$ cat config.mk
export PLATFORM = sky130hd
export DESIGN_NAME = gerador_pulso_saida
export DESIGN_NICKNAME = d
export VERILOG_FILES = /design/src/rtl/gerador_pkg.sv /design/src/rtl/contador_intervalo.sv /design/src/rtl/gerador_pulso_saida.sv
export SDC_FILE = /design/constraint.sdc
export NUM_CORES = 1
export LEC_CHECK = 0
export BUFFER_PORTS_ARGS = -buffer_cell sky130_fd_sc_hd__buf_2
export CORE_MARGIN = 8
export CORE_UTILIZATION = 60
export CTS_BUF_LIST = sky130_fd_sc_hd__clkbuf_8
export DETAILED_ROUTE_END_ITERATION = 8
export GPL_TIMING_DRIVEN = 0
export PLACE_DENSITY = 0.79
export SLEW_MARGIN = 25
export SYNTH_ARGS = -nofsm -noshare
export SYNTH_HDL_FRONTEND = slang
export SYNTH_SLANG_ARGS = --single-unit
$ cat constraint.sdc
create_clock -name clk -period 4.5 [get_ports clk]
set_input_delay 0 -clock clk [delete_from_list [all_inputs] [get_ports clk]]
set_output_delay 0 -clock clk [all_outputs]
set_load 0.01 [all_outputs]
$ cat src/rtl/gerador_pkg.sv
// Shared types and constants for the output pulse generator.
package gerador_pkg;

  typedef enum logic [1:0] {
    IDLE = 2'd0,
    ON   = 2'd1,
    GAP  = 2'd2
  } estado_t;

  localparam int CLK_HZ = 50_000_000;
  localparam int T_10MS = 500_000;

endpackage

$ cat src/rtl/contador_intervalo.sv
// Loadable interval up-counter shared by the ON and GAP phases.
// fim_o flags the last cycle of an interval of limite_i cycles.
module contador_intervalo #(
  parameter int CW = 4
) (
  input  logic          clk,
  input  logic          rst,
  input  logic          carregar_i,
  input  logic          incrementar_i,
  input  logic [CW-1:0] limite_i,
  output logic          fim_o
);

  logic [CW-1:0] cnt_q;
  logic [CW-1:0] cnt_d;

  assign fim_o = (cnt_q == (limite_i - CW'(1)));

  // Next count: reload to zero, otherwise count up and hold at the terminal value.
  always_comb begin
    cnt_d = cnt_q;
    if (carregar_i) begin
      cnt_d = '0;
    end else if (incrementar_i && !fim_o) begin
      cnt_d = cnt_q + CW'(1);
    end
  end

  // Count register.
  always_ff @(posedge clk or posedge rst) begin
    if (rst) begin
      cnt_q <= '0;
    end else begin
      cnt_q <= cnt_d;
    end
  end

endmodule

$ cat src/rtl/gerador_pulso_saida.sv
// Turns single-cycle event flags into fixed-width output pulses, each
// followed by a dead time; events arriving while busy are queued in a
// saturating counter and replayed back-to-back.
//
//   state | meaning
//   IDLE  | output low, nothing pending, waiting for an event
//   ON    | output high for ON_CYCLES cycles
//   GAP   | output low for OFF_CYCLES cycles (dead time)
module gerador_pulso_saida
  import gerador_pkg::*;
#(
  parameter int ON_CYCLES  = T_10MS,
  parameter int OFF_CYCLES = T_10MS,
  parameter int MAX_PEND   = 15,
  parameter int CW = $clog2(((ON_CYCLES > OFF_CYCLES) ? ON_CYCLES : OFF_CYCLES) + 1),
  parameter int PW = $clog2(MAX_PEND + 1)
) (
  input  logic          clk,
  input  logic          rst,
  input  logic          flag_evento,
  output logic          saida,
  output logic          ocupado,
  output logic [PW-1:0] pendentes,
  output logic          estouro
);

  localparam logic [CW-1:0] LIM_ON  = CW'(ON_CYCLES);
  localparam logic [CW-1:0] LIM_OFF = CW'(OFF_CYCLES);
  localparam logic [PW-1:0] PEND_MAX = PW'(MAX_PEND);

  estado_t       estado_q, estado_d;
  logic [PW-1:0] pend_q, pend_d;
  logic          saida_q, ocupado_q, estouro_q, estouro_d;

  logic          carregar, incrementar, fim;
  logic          consumido, retirar, enfileirar;
  logic [CW-1:0] limite;

  // The interval length follows the phase the counter is currently timing.
  assign limite      = (estado_q == GAP) ? LIM_OFF : LIM_ON;
  assign incrementar = (estado_q != IDLE);

  contador_intervalo #(
    .CW(CW)
  ) u_contador (
    .clk           (clk),
    .rst           (rst),
    .carregar_i    (carregar),
    .incrementar_i (incrementar),
    .limite_i      (limite),
    .fim_o         (fim)
  );

  // Next-state decode; the counter is reloaded on every phase change.
  always_comb begin
    estado_d  = estado_q;
    carregar  = 1'b0;
    consumido = 1'b0;
    retirar   = 1'b0;
    case (estado_q)
      IDLE: begin
        carregar = 1'b1;
        if (flag_evento) begin
          estado_d  = ON;
          consumido = 1'b1;
        end else if (pend_q != '0) begin
          estado_d = ON;
          retirar  = 1'b1;
        end
      end
      ON: begin
        if (fim) begin
          estado_d = GAP;
          carregar = 1'b1;
        end
      end
      GAP: begin
        if (fim) begin
          carregar = 1'b1;
          if (pend_q != '0) begin
            estado_d = ON;
            retirar  = 1'b1;
          end else if (flag_evento) begin
            estado_d  = ON;
            consumido = 1'b1;
          end else begin
            estado_d = IDLE;
          end
        end
      end
      default: begin
        estado_d = IDLE;
        carregar = 1'b1;
      end
    endcase
  end

  // A busy-time event not started directly goes into the queue.
  assign enfileirar = flag_evento && !consumido && (estado_q != IDLE);

  // Pending queue: a simultaneous enqueue and replay nets to no change and
  // never overflows, since a slot is being freed in that same cycle.
  always_comb begin
    pend_d    = pend_q;
    estouro_d = 1'b0;
    if (enfileirar && !retirar) begin
      if (pend_q == PEND_MAX) begin
        estouro_d = 1'b1;
      end else begin
        pend_d = pend_q + PW'(1);
      end
    end else if (retirar && !enfileirar) begin
      pend_d = pend_q - PW'(1);
    end
  end

  // State and registered outputs, all updated on the same edge.
  always_ff @(posedge clk or posedge rst) begin
    if (rst) begin
      estado_q  <= IDLE;
      pend_q    <= '0;
      saida_q   <= 1'b0;
      ocupado_q <= 1'b0;
      estouro_q <= 1'b0;
    end else begin
      estado_q  <= estado_d;
      pend_q    <= pend_d;
      saida_q   <= (estado_d == ON);
      ocupado_q <= (estado_d != IDLE);
      estouro_q <= estouro_d;
    end
  end

  assign saida     = saida_q;
  assign ocupado   = ocupado_q;
  assign pendentes = pend_q;
  assign estouro   = estouro_q;

endmodule

* Word level (Yosys, flattened, before mapping)
Index checks and enable logic that the tools add are counted.
** Storage, ports and cells
- Bits in registers :: 28
- Input port bits :: 3
- Output and inout port bits :: 7
- Word-level logic and storage cells :: 56
** Cells by class
- $add $sub $neg :: 3
- Equal/unequal tests :: 6
- Muxes and demuxes :: 24
- Reductions and logical operators :: 17
** Operator list (number)
- 2-to-1 mux 19 bit :: 2
- adder 19 x 1 -> 19 bit, second input constant :: 1
- == test 19 bit, second input constant :: 1
- 2-to-1 mux 1 bit :: 12
- 2-to-1 mux 4 bit :: 3
- 2-to-1 mux 2 bit :: 4
- nonzero test 2 bit :: 4
- one-hot mux 2 bit (3 select lines) :: 1
- logical AND 1 bit :: 5
- adder 4 x 1 -> 4 bit, second input constant :: 1
- == test 2 x 1 -> 1 bit, second input constant :: 2
- == test 4 bit, second input constant :: 1
- logical NOT 1 bit :: 4
- one-hot mux 1 bit (2 select lines) :: 2
- nonzero test 4 bit :: 1
- subtractor 4 x 1 -> 4 bit, second input constant :: 1
- == test 2 bit, second input constant :: 1
- logical NOT 2 bit :: 1
- != test 2 bit, second input constant :: 1
- AND reduction 2 bit :: 1
- OR reduction 2 bit :: 1

* Depth between registers and ports, before layout
Gate-level depths: netlist of run 1.
- Depth after elaboration :: 11
- Mapped depth :: 12
- Depth with buffers taken out :: 11

* Cells and area by module
Synthesis of run 1 repeated with hierarchy kept, for this count alone.
** Second synthesis, totals
- Cell total of the unflattened synthesis :: 257
- Area, all modules :: 2268.4 sq um
** Modules (own cells, without submodules)
- contador_intervalo :: times used 1, cells an instance 204, area an instance 1704.1 sq um, seq. area each 475.5 sq um
- gerador_pulso_saida :: times used 1, cells an instance 53, area an instance 564.3 sq um, seq. area each 225.2 sq um

* Least setup slack after synthesis of run 1
Ideal clock, no wire load.
- Kind :: flip-flop to flip-flop
- Start point :: register estado_q[0]
- End point :: register pend_q[3] (netlist: pendentes[3])
- Setup time :: 127 ps
- Data arrival time :: 2159 ps
- Data required time :: 4373 ps
- Path slack :: 2214 ps
- Stages on the path, launching flop included :: 13
- Buffers on the path :: 1
- Period minus slack after synthesis :: 2286 ps
- Cell sequence :: dfrtp_1 -> inv_1 -> ha_1 -> clkbuf_1 -> nor2_1 -> o21a_1 -> inv_1 -> ha_1 -> a21o_1 -> a21oi_1 -> xnor2_1 -> nor2_1 -> xor2_1
** Between the ends
- Longest elaborated chain between the ends :: 9
- Elaborated cells between the ends (all ways) :: 16
- Those cells by class :: 2 x eq/ne; 3 x mux; 11 x reduce/logical
** Ends and longest elaborated chain
- start: declaration :: RTL line gerador_pulso_saida.sv:31 : estado_t estado_q, estado_d;
- start signal: assignment :: RTL line gerador_pulso_saida.sv:126 : estado_q <= estado_d;
- == test 2 bit or logical NOT 2 bit (tied branches) :: RTL line gerador_pulso_saida.sv:60 : case (estado_q)
- one-hot mux 1 bit (2 select lines) :: RTL line gerador_pulso_saida.sv:60
- logical NOT 1 bit :: RTL line gerador_pulso_saida.sv:99 : assign enfileirar = flag_evento && !consumido && (estado_q != IDLE);
- logical AND 1 bit (2 in series) :: RTL line gerador_pulso_saida.sv:99
- logical NOT 1 bit :: RTL line gerador_pulso_saida.sv:112 : end else if (retirar && !enfileirar) begin
- logical AND 1 bit :: RTL line gerador_pulso_saida.sv:112
- nonzero test 2 bit (no source line)
- AND reduction 2 bit (no source line)
- end signal: assignment :: RTL line gerador_pulso_saida.sv:127 : pend_q <= pend_d;
- end: declaration :: RTL line gerador_pulso_saida.sv:32 : logic [PW-1:0] pend_q, pend_d;
Parallel ways exist; a longest one is shown, timed or not.
A chain may end at the register's enable or synchronous reset.

* Worst setup path in the final report of run 1
Same ends and word-level chain as after synthesis.

==> results.md, run 1 <==
- Largest cells by area after synthesis: dfrtp_1 43%, xor2_1 6.4%, nor2_1 5.5%, ha_1 5.4%, xnor2_1 4.8%
- CTS Buf Count: 3
- Vias in the first global route: 1,209
- Total GRT Usage: 16.0%
- Leak: 0.772 nW
- Synth Instances: 161
- Total die area: 4640 sq um
- Hold crit path type: in2reg
- Routed met3 length: 163 um
- Placed Area: 1720 sq um
- Power share of the clock group: 17.1%
- Cell Int Power: 0.488 mW
- Worst Path Buf+Inv: 3
- Max-Cap Viols: 0
- Antenna violations before repair: 0
- Post_cts resized: 0
- Grt total ovfl: 0
- Async set or reset register ratio after synthesis: 100%
- Number of synthesized flops with an enable pin: 0
- Post-synthesis sequential area ratio: a little over two fifths
- Row Count: 19
- Port bufs: 9
- Wire length on met2: 1460 um
- H-tree depth: 1
- Fin crit period: 2520 ps
- # IOs: 10
- Final hold vios: 0
- CP required: 4670 ps
- # DRC: 0
- Final Net Count: 187
- Finish-stage setup viols: 0
- Fraction of layout cells with a size suffix above 1: 12.1%
- Die outline width: 68.1 um
- Power share of the sequential group: a little under half
- CP startpoint kind: register
- Status: finished, final reports clean
- Placed wire-length estimate: 2280 um
- P per Cell Area: 442 nW/um^2
- Avg Inst Size Synth: 10.1 sq um
- Slew @ Worst Pin: 581 ps
- Crit path max-delay family: compound AO/OA/AOI/OAI gates
- Largest net degree at the start of global routing: 29
- Initial DRC Count: 99
- Final WS setup: ~2000 ps
- Syn. warnings: 0
- Net Sw Frac: 37.4%
- Comb pwr share: between 30 and 40%
- Worst VDD drop: 438 uV
- Worst Setup End Kind: register
- Crit path cell chain: inv_1 -> ha_1 -> clkbuf_1 -> nor2_1 -> o21a_1 -> inv_1 -> ha_1 -> a21o_1 -> a21oi_1 -> xnor2_1 -> nor2_1 -> xor2_1
- Syn nets: 172
- CTS root buffer: clkbuf_8
- Top Layer Used: met4
- Final period util: 56.1%
- Total core area: 2660 sq um
- Critical path class: reg2reg
- DR pass1 iterations: 4
- Die height: ~70 um
- Ys flop type: dfrtp_1
- M1 WL: ~1400 um
- Placed instance count: 201
- CTS Sinks: 28
- Relative slew slack: 61.2%
- Setup TNS: 0 ps
- Overall power: 0.780 mW
- Mapped Area: 1630 sq um
- Post-layout util: 66.4%
- Pre-CTS setup slack: 1970 ps
- Biggest cell delay along the critical path: 440 ps
- Count of non-filler cells in the finished layout: between 200 and 250
- Commonest non-fill, non-tap cells in the layout: 28 x dfrtp_1, 24 x nor2_1, 12 x xor2_1, 9 x xnor2_1, 9 x buf_2
- Clock Skew: approximately 8.4 ps
- Netlist cell types: 43
- FMAX: 396 MHz
- Yosys reg bits: 28
- Drt via density: about 5.9
- Global-route wire length before repair: between 5000 and 6000 um
- Yosys top cell by area: dfrtp_1
- Synth top area share: 42.9%
- Antenna Cells: 0
- Wirelength per Cell: 15.3 um
- Final Cell Area: 1770 sq um
- Clk_lat worst skew: 270 ps
- Slew Viols, Final: 0
- Synthesis-to-layout area growth: 8.28%
- Routability cong.: just over 0.8
- Post-CTS Setup Inserts: 0
- ANT nets after route: 0
- Clk buf depth: 2
- Slowest CP cell: dfrtp_1
- Clk pin slew, worst setup/hold paths: approximately 90 ps
- Starting density of the core: 61.3%
- Crit-path max FO: 9
- Detailed-route via count: 1,209
- Routed WL: 3140 um
- WP data arrival: between 2000 and 3000 ps
- Worst Hold Slack: 115 ps
- RSZ-0062 raised after global routing: no
- CTS tree: yes
- Net Sw Power: 0.292 mW
- Commonest non-fill, non-tap cell in the layout: dfrtp_1
## power by group through the flow
stage               Sequential, mW  Combinational [mW]  Clock [mW]
finish                       0.353               0.295       0.133
global route                 0.361               0.338       0.147
CTS                          0.352               0.301       0.138
detailed placement           0.357               0.298           0
global placement             0.352               0.287           0
floorplan                    0.359               0.210           0
## cells in the mapped netlist (2+ instances only)
cell type and instances:
ha_1 7, inv_1 8, nand2_1 8, dfrtp_1 28, and2_1 3, a21oi_1 2
xnor2_1 9, nand3_1 7, xor2_1 12, nor2_1 24, nand4_1 7, and4_1 2
and3_1 4, clkbuf_1 3, nor4_2 2, mux2i_1 2, nor4bb_1 2, nor2b_1 5
nor3_1 2
## final cells by class
cell class,instances,area [sq um]
Fill cell,197,896
Multi-Input combinational cell,122,890
Inverter,8,30.0
Sequential cell,28,701
Buffer,3,11.3
Timing Repair Buffer,10,55.1
Clock buffer,3,41.3
Tap cell,31,38.8
## kinds of logic after synthesis
logic type	share of synthesized area, %
simple gates	28.6
flops	42.9
xor+xnor	11.3
fa+ha+maj	6.59
mux	1.92
buf+inv	2.53
compound gates	6.14
## registers in the layout, summed over array words and instances (netlist names)
name	count
estado_q	2
estouro	1
ocupado	1
pendentes	4
saida	1
u_contador.cnt_q	19
## timing repair
item	4_1_cts	5_1_grt
endpoints found under the hold margin	14	0
endpoints found under the setup margin	0	0
hold buffers	1	0
## worst min-delay path, delay by kind of cell
family | cells | cell delay (ps)
AO/OA/AOI/OAI | 1 | 100
buffers and inverters | 1 | 100
AND/OR/NAND/NOR | 2 | 140
## routing by layer
| layer | global-route usage [%] | up-vias |
|---|---|---|
| met5 | 0 | - |
| met4 | 6.65 | 0 |
| met3 | 2.13 | 9 |
| met2 | 24.3 | 48 |
| met1 | 22.3 | 568 |
| li1 | - | 584 |
## path summary, 6_finish.rpt
check	startpoint	endpoint	slack (ps)	cells after the start
worst max-delay path	estado_q[0]	pendentes[3]	1980	12
worst min-delay path	flag_evento	estado_q[1]	110	4
worst max register to register	estado_q[0]	pendentes[3]	1980	12
worst min register to register	pendentes[3]	pendentes[3]	540	1
max in group asynchronous	rst	u_contador.cnt_q[11]	3780	3
min in group asynchronous	rst	pendentes[2]	320	3
No activity file was read; power rests on OpenSTA's default activity.
==> run 2, diff against run 1 <==
--- a/config.mk
+++ b/config.mk
@@ -7,11 +7,11 @@
 export LEC_CHECK = 0
 export BUFFER_PORTS_ARGS = -buffer_cell sky130_fd_sc_hd__buf_2
 export CORE_MARGIN = 8
-export CORE_UTILIZATION = 60
+export CORE_UTILIZATION = 56
 export CTS_BUF_LIST = sky130_fd_sc_hd__clkbuf_8
 export DETAILED_ROUTE_END_ITERATION = 8
 export GPL_TIMING_DRIVEN = 0
-export PLACE_DENSITY = 0.79
+export PLACE_DENSITY = 0.77
 export SLEW_MARGIN = 25
 export SYNTH_ARGS = -nofsm -noshare
 export SYNTH_HDL_FRONTEND = slang
==> constraint.sdc (replaced) <==
create_clock -name clk -period 2.1 [get_ports clk]
set_input_delay 0 -clock clk [delete_from_list [all_inputs] [get_ports clk]]
set_output_delay 0 -clock clk [all_outputs]
set_load 0.01 [all_outputs]
==> results.md, run 2 (synthesis results as in run 1) <==
- Antenna violations before repair: 0 (unchanged)
- Failing checks: setup timing
- Detailed-route via count: 1,295 (was 1,209)
- # fillers: 192 (was 197)
- Leak: 0.851 nW (was 0.772 nW)
- Antenna Cells: 0 (unchanged)
- Pre-CTS setup slack: -220 ps (was 1970 ps)
- Commonest non-fill, non-tap cells in the layout: 25 x dfrtp_1, 23 x nor2_1, 13 x buf_4, 12 x xor2_1 (was 28 x dfrtp_1, 24 x nor2_1, 12 x xor2_1, 9 x xnor2_1, 9 x buf_2)
- Setup TNS: -4.88 ps (was 0 ps)
- Power share of the clock group: 21.4% (was 17.1%)
- CTS root buffer: clkbuf_8 (unchanged)
- Worst Path Buf+Inv: 1 (was 3)
- Total die area: 4900 sq um (was 4640 sq um)
- Final period util: 100% (was 56.1%)
- Finish-stage setup viols: 1 (was 0)
- Initial DRC Count: 123 (was 99)
- Commonest non-fill, non-tap cell in the layout: dfrtp_1 (unchanged)
- Wirelength per Cell: 17.2 um (was 15.3 um)
- Clk buf depth: 2 (unchanged)
- Fraction of layout cells with a size suffix above 1: 28.3% (was 12.1%)
- Min-delay src: flag_evento (unchanged)
- Biggest cell delay along the critical path: 450 ps (was 440 ps)
- Fin crit period: 2100 ps (was 2520 ps)
- Power share of the sequential group: 37.3% (was 45.2%)
- Slowest CP cell: dfrtp_1 (unchanged)
- CTS Buf Count: 3 (unchanged)
- Worst Hold Slack: 141 ps (was 115 ps)
- Net Sw Power: 0.717 mW (was 0.292 mW)
- Total GRT Usage: 14.9% (was 16.0%)
- P per Cell Area: 1010 nW/um^2 (was 442 nW/um^2)
- FMAX: 475 MHz (was 396 MHz)
- Clock Skew: 9.94 ps (was 8.37 ps)
- Die height: 70.0 um (was 68.1 um)
- Biggest register: u_contador.cnt_q (unchanged)
- Net Sw Frac: 35.8% (was 37.4%)
- Crit-path max FO: 5 (was 9)
- Final hold vios: 0 (unchanged)
- Relative slew slack: 60.2% (was 61.2%)
- Routability cong.: 0.915 (was 0.821)
- CP required: 2270 ps (was 4670 ps)
- Cell Int Power: 1.29 mW (was 0.488 mW)
- Crit path max-delay family: compound AO/OA/AOI/OAI gates (unchanged)
- ANT nets after route: 0 (unchanged)
- Vias in the first global route: 1,324 (was 1,209)
- Hold crit path type: in2reg (unchanged)
- Clk_lat worst skew: 280 ps (was 270 ps)
- WP data arrival: 2280 ps (was 2690 ps)
- Global-route wire length before repair: 6220 um (was 5780 um)
- Placed instance count: 201 (unchanged)
- Slew @ Worst Pin: 597 ps (was 581 ps)
- # DRC: 0 (unchanged)
- Comb pwr share: 41.3% (was 37.8%)
- CTS Sinks: 28 (unchanged)
- CTS tree: yes (unchanged)
- Total core area: 2760 sq um (was 2660 sq um)
- Synthesis-to-layout area growth: 21.1% (was 8.28%)
- Max-Cap Viols: 0 (unchanged)
- Worst Setup SP: u_contador.cnt_q[9] (was estado_q[0])
- Reg2reg start: u_contador.cnt_q[9] (was estado_q[0])
- Final WS setup: -4.88 ps (was 1980 ps)
- DR pass1 iterations: 4 (unchanged)
- Port bufs: 9 (unchanged)
- Clk pin slew, worst setup/hold paths: 100 ps (was 90 ps)
- Routed WL: 3760 um (was 3140 um)
- # IOs: 10 (unchanged)
- CP startpoint kind: register (unchanged)
- Row Count: 19 (unchanged)
- Overall power: 2.00 mW (was 0.780 mW)
- H-tree depth: 1 (unchanged)
- Final Net Count: 199 (was 187)
- Largest net degree at the start of global routing: 29 (unchanged)
- Starting density of the core: 59.2% (was 61.3%)
- Worst Setup End Kind: register (unchanged)
- Slew Viols, Final: 0 (unchanged)
- Grt total ovfl: 0 (unchanged)
- Crit path cell chain: and4b_1 -> nand4_1 -> o21a_4 -> inv_4 -> ha_4 -> a21o_1 -> a21oi_2 -> xnor2_1 -> nor2_1 -> xor2_1 (was inv_1 -> ha_1 -> clkbuf_1 -> nor2_1 -> o21a_1 -> inv_1 -> ha_1 -> a21o_1 -> a21oi_1 -> xnor2_1 -> nor2_1 -> xor2_1)
- Critical path class: reg2reg (unchanged)
- Drt via density: 5.94 (was 5.90)
- Worst VDD drop: 1130 uV (was 438 uV)
- RSZ-0062 raised after global routing: yes (was no)
- Placed wire-length estimate: 2430 um (was 2280 um)
- Count of non-filler cells in the finished layout: 218 (was 205)
- Number of flip-flops under the largest register name: 19 (unchanged)
- Status: complete, but fails checks (was finished, final reports clean)
- Die outline width: 70.0 um (was 68.1 um)
-- run 2: cell count changes in the layout (fill, tap and decap cells not counted), sizes merged --
cell    change
buf        +13
bufinv      +1
clkbuf      -1
-- run 2: power groups by stage --
stage | combinational [mW] | clock [mW] | sequential [mW]
after detailed placement | 0.692 | 0 | 0.770
after floorplan | 0.495 | 0 | 0.774
after global placement | 0.663 | 0 | 0.759
after global routing | 0.908 | 0.451 | 0.759
final | 0.827 | 0.428 | 0.749
after CTS | 0.803 | 0.434 | 0.740
-- run 2: worst min-delay path, delay by kind of cell --
kind	cells	cell delay, ps
AOI/OAI and AO/OA	2	280
buffers and inverters	1	100
-- run 2: area by class of cell --
cell class              count  area (sq um)  share of cell area [%]
plain buffers               2          18.8                   0.950
inverters                   8          32.5                    1.65
clock buffers               3          41.3                    2.09
flip-flops and latches     28           704                    35.7
well taps                  31          38.8                    1.96
multi-input cells         122           957                    48.4
repair buffers             23           153                    7.73
clock inverters             1          30.0                    1.52
-- run 2: worst paths after layout --
check / end / slack, ps / cells past startpoint
min in group asynchronous: pendentes[3] / 360 / 3
min reg2reg: pendentes[3] / 540 / 1
max: pendentes[3] / -5 / 10
max in group asynchronous: u_contador.cnt_q[11] / 1300 / 3
max reg2reg: pendentes[3] / -5 / 10
min: estado_q[0] / 140 / 3
-- run 2: per-layer routing --
metal | global-route usage [%] | routed length, um | up-vias
met4 | 6.03 | 44 | 0
met3 | 2.12 | 99 | 8
li1 | - | - | 606
met1 | 18.0 | 1660 | 656
met5 | 0 | 0 | -
met2 | 25.7 | 1950 | 25
-- run 2: metrics by stage --
stage / cell area, sq um / utilization (%)
global placement: 1750 / 63.5
floorplan: 1670 / -
finish: 1980 / 71.6
detailed placement: 1750 / 63.5
CTS: 1930 / 70.0
global route: 1980 / 71.6
-- run 2: what timing repair did --
item                                   CTS  global route
resized for setup                       11             4
endpoints found under the hold margin    0            28
pin swaps                                4             7
setup buffers                           11             2
hold buffers                             0             1
setup endpoints to repair               16             8
==> run 3, diff against run 2 <==
--- a/config.mk
+++ b/config.mk
@@ -7,11 +7,11 @@
 export LEC_CHECK = 0
 export BUFFER_PORTS_ARGS = -buffer_cell sky130_fd_sc_hd__buf_2
 export CORE_MARGIN = 8
-export CORE_UTILIZATION = 56
+export CORE_UTILIZATION = 60
 export CTS_BUF_LIST = sky130_fd_sc_hd__clkbuf_8
 export DETAILED_ROUTE_END_ITERATION = 8
 export GPL_TIMING_DRIVEN = 0
-export PLACE_DENSITY = 0.77
+export PLACE_DENSITY = 0.79
 export SLEW_MARGIN = 25
 export SYNTH_ARGS = -nofsm -noshare
 export SYNTH_HDL_FRONTEND = slang
==> constraint.sdc (replaced) <==
create_clock -name clk -period 2.2 [get_ports clk]
set_input_delay 0 -clock clk [delete_from_list [all_inputs] [get_ports clk]]
set_output_delay 0 -clock clk [all_outputs]
set_load 0.01 [all_outputs]
==> results.md, run 3 (synthesis results as in run 1) <==
- Comb pwr share: 41.5% (was 41.3%)
- # fillers: 175 (was 192)
- Power share of the sequential group: 40.8% (was 37.3%)
- Cell Int Power: 1.12 mW (was 1.29 mW)
- RSZ-0062 raised after global routing: yes (unchanged)
- Vias in the first global route: 1,285 (was 1,324)
- Slew Viols, Final: 0 (unchanged)
- Initial DRC Count: 110 (was 123)
- Finish-stage setup viols: 0 (was 1)
- Total GRT Usage: 16.7% (was 14.9%)
- Crit-path max FO: 4 (was 5)
- ANT nets after route: 0 (unchanged)
- Placed wire-length estimate: 2330 um (was 2430 um)
- # IOs: 10 (unchanged)
- Commonest non-fill, non-tap cells in the layout: 24 x nor2_1, 22 x dfrtp_1, 17 x buf_4, 12 x xor2_1 (was 25 x dfrtp_1, 23 x nor2_1, 13 x buf_4, 12 x xor2_1)
- Total core area: 2660 sq um (was 2760 sq um)
- Hold crit path type: in2reg (unchanged)
- FMAX: 460 MHz (was 475 MHz)
- CP startpoint kind: register (unchanged)
- Antenna violations before repair: 0 (unchanged)
- Die height: 68.1 um (was 70.0 um)
- Final Net Count: 203 (was 199)
- Row Count: 19 (unchanged)
- Die outline width: 68.1 um (was 70.0 um)
- H-tree depth: 1 (unchanged)
- Relative slew slack: 61.5% (was 60.2%)
- Biggest register: u_contador.cnt_q (unchanged)
- Starting density of the core: 61.3% (was 59.2%)
- Net Sw Frac: 37.2% (was 35.8%)
- Detailed-route via count: 1,291 (was 1,295)
- Final period util: 98.9% (was 100%)
- Placed Area: 1730 sq um (was 1750 sq um)
- CTS Sinks: 28 (unchanged)
- CP required: 2410 ps (was 2270 ps)
- Clk_lat worst skew: 270 ps (was 280 ps)
- Clock Skew: 2.66 ps (was 9.94 ps)
- CTS root buffer: clkbuf_8 (unchanged)
- Worst VDD drop: 1030 uV (was 1130 uV)
- Commonest non-fill, non-tap cell in the layout: nor2_1 (was dfrtp_1)
- Leak: 0.872 nW (was 0.851 nW)
- Net Sw Power: 0.662 mW (was 0.717 mW)
- Power share of the clock group: 17.7% (was 21.4%)
- Setup TNS: 0 ps (was -4.88 ps)
- Routability cong.: 0.848 (was 0.915)
- Post-layout util: 75.1% (was 71.6%)
- Final hold vios: 0 (unchanged)
- Clk pin slew, worst setup/hold paths: 90 ps (was 100 ps)
- Reg area: 708 sq um (was 704 sq um)
- Area occupied by multi-input gates: 970 sq um (was 957 sq um)
- CTS Buf Count: 3 (unchanged)
- DR pass1 iterations: 4 (unchanged)
- Status: finished, final reports clean (was complete, but fails checks)
- P per Cell Area: 891 nW/um^2 (was 1010 nW/um^2)
- Final WS setup: 24.8 ps (was -4.88 ps)
- Final Cell Area: 2000 sq um (was 1980 sq um)
- Wirelength per Cell: 16.4 um (was 17.2 um)
- Drt via density: 5.82 (was 5.94)
- Fin crit period: 2180 ps (was 2100 ps)
- CTS tree: yes (unchanged)
- # DRC: 0 (unchanged)
- Clk buf depth: 2 (unchanged)
- Max-Cap Viols: 0 (unchanged)
- Number of flip-flops under the largest register name: 19 (unchanged)
- Critical path class: reg2reg (unchanged)
- Synthesis-to-layout area growth: 22.5% (was 21.1%)
- Total die area: 4640 sq um (was 4900 sq um)
- Worst Setup End Kind: register (unchanged)
- Pre-CTS setup slack: -185 ps (was -220 ps)
- Antenna Cells: 0 (unchanged)
- Fraction of layout cells with a size suffix above 1: 29.8% (was 28.3%)
- Routed WL: 3640 um (was 3760 um)
- Slew @ Worst Pin: 577 ps (was 597 ps)
- Port bufs: 9 (unchanged)
- Grt total ovfl: 0 (unchanged)
- WP data arrival: 2390 ps (was 2280 ps)
- Global-route wire length before repair: 5980 um (was 6220 um)
- Largest net degree at the start of global routing: 29 (unchanged)
[run 3: changes by cell type in the layout (fill, tap and decap cells not counted), moves of 2 or more]
| cell | before | now |
|---|---|---|
| buf_4 | 13 | 17 |
| dfrtp_1 | 25 | 22 |
| dfrtp_2 | 3 | 6 |
| ha_1 | 3 | 5 |
| ha_2 | 2 | 0 |
[run 3: final timing paths]
check                                     startpoint             endpoint  slack, ps  cells past startpoint
worst max register to register  u_contador.cnt_q[11]                saida         20                      7
worst min register to register          pendentes[3]         pendentes[3]        520                      1
min in group asynchronous                        rst  u_contador.cnt_q[4]        330                      3
worst min-delay path                     flag_evento          estado_q[1]        140                      4
max in group asynchronous                        rst  u_contador.cnt_q[1]       1460                      3
worst max-delay path            u_contador.cnt_q[11]                saida         20                      7
[run 3: what timing repair did]
item	4_1_cts	5_1_grt
pin swaps	2	11
resized for setup	9	10
setup endpoints to repair	12	14
buffers inserted	7	10
hold buffers	0	1
endpoints found under the hold margin	0	28
[run 3: layout make-up]
cell class                      count  share of cell area [%]
Buffer                              2                   0.626
Clock buffer                        4                    2.75
Inverter                            8                    1.63
Multi-Input combinational cell    122                    48.5
Sequential cell                    28                    35.4
Tap cell                           31                    1.94
Timing Repair Buffer               27                    9.14
[run 3: stage by stage]
stage | std cells | power (mW) | hold WS [ps]
CTS | 211 | 1.71 | 9.24
finish | 222 | 1.78 | 138
detailed placement | 201 | 1.37 | 306
global placement | 201 | 1.33 | 288
global route | 222 | 1.91 | 156
floorplan | 161 | 1.19 | 65.4
[run 3: power groups by stage]
| stage | Combinational, mW | Sequential, mW | Clock, mW |
|---|---|---|---|
| after floorplan | 0.452 | 0.734 | 0 |
| after CTS | 0.677 | 0.713 | 0.321 |
| after global placement | 0.610 | 0.718 | 0 |
| after global routing | 0.828 | 0.744 | 0.340 |
| after detailed placement | 0.641 | 0.727 | 0 |
| final | 0.739 | 0.727 | 0.315 |
[run 3: worst max-delay path, stage by stage (launching register included)]
cell,delay [ps]
dfrtp_2,440
buf_4,150
buf_4,130
nor4_2,330
nand4_2,250
or3b_4,440
a31oi_4,170
and4_1,190
[run 3: routing by layer]
metal	up-vias	share of wire, %	track usage [%]
met4	0	0.74	4.60
met2	28	51	27.5
met5	-	0	0
met3	4	4.0	4.09
met1	641	45	21.4
li1	618	-	-
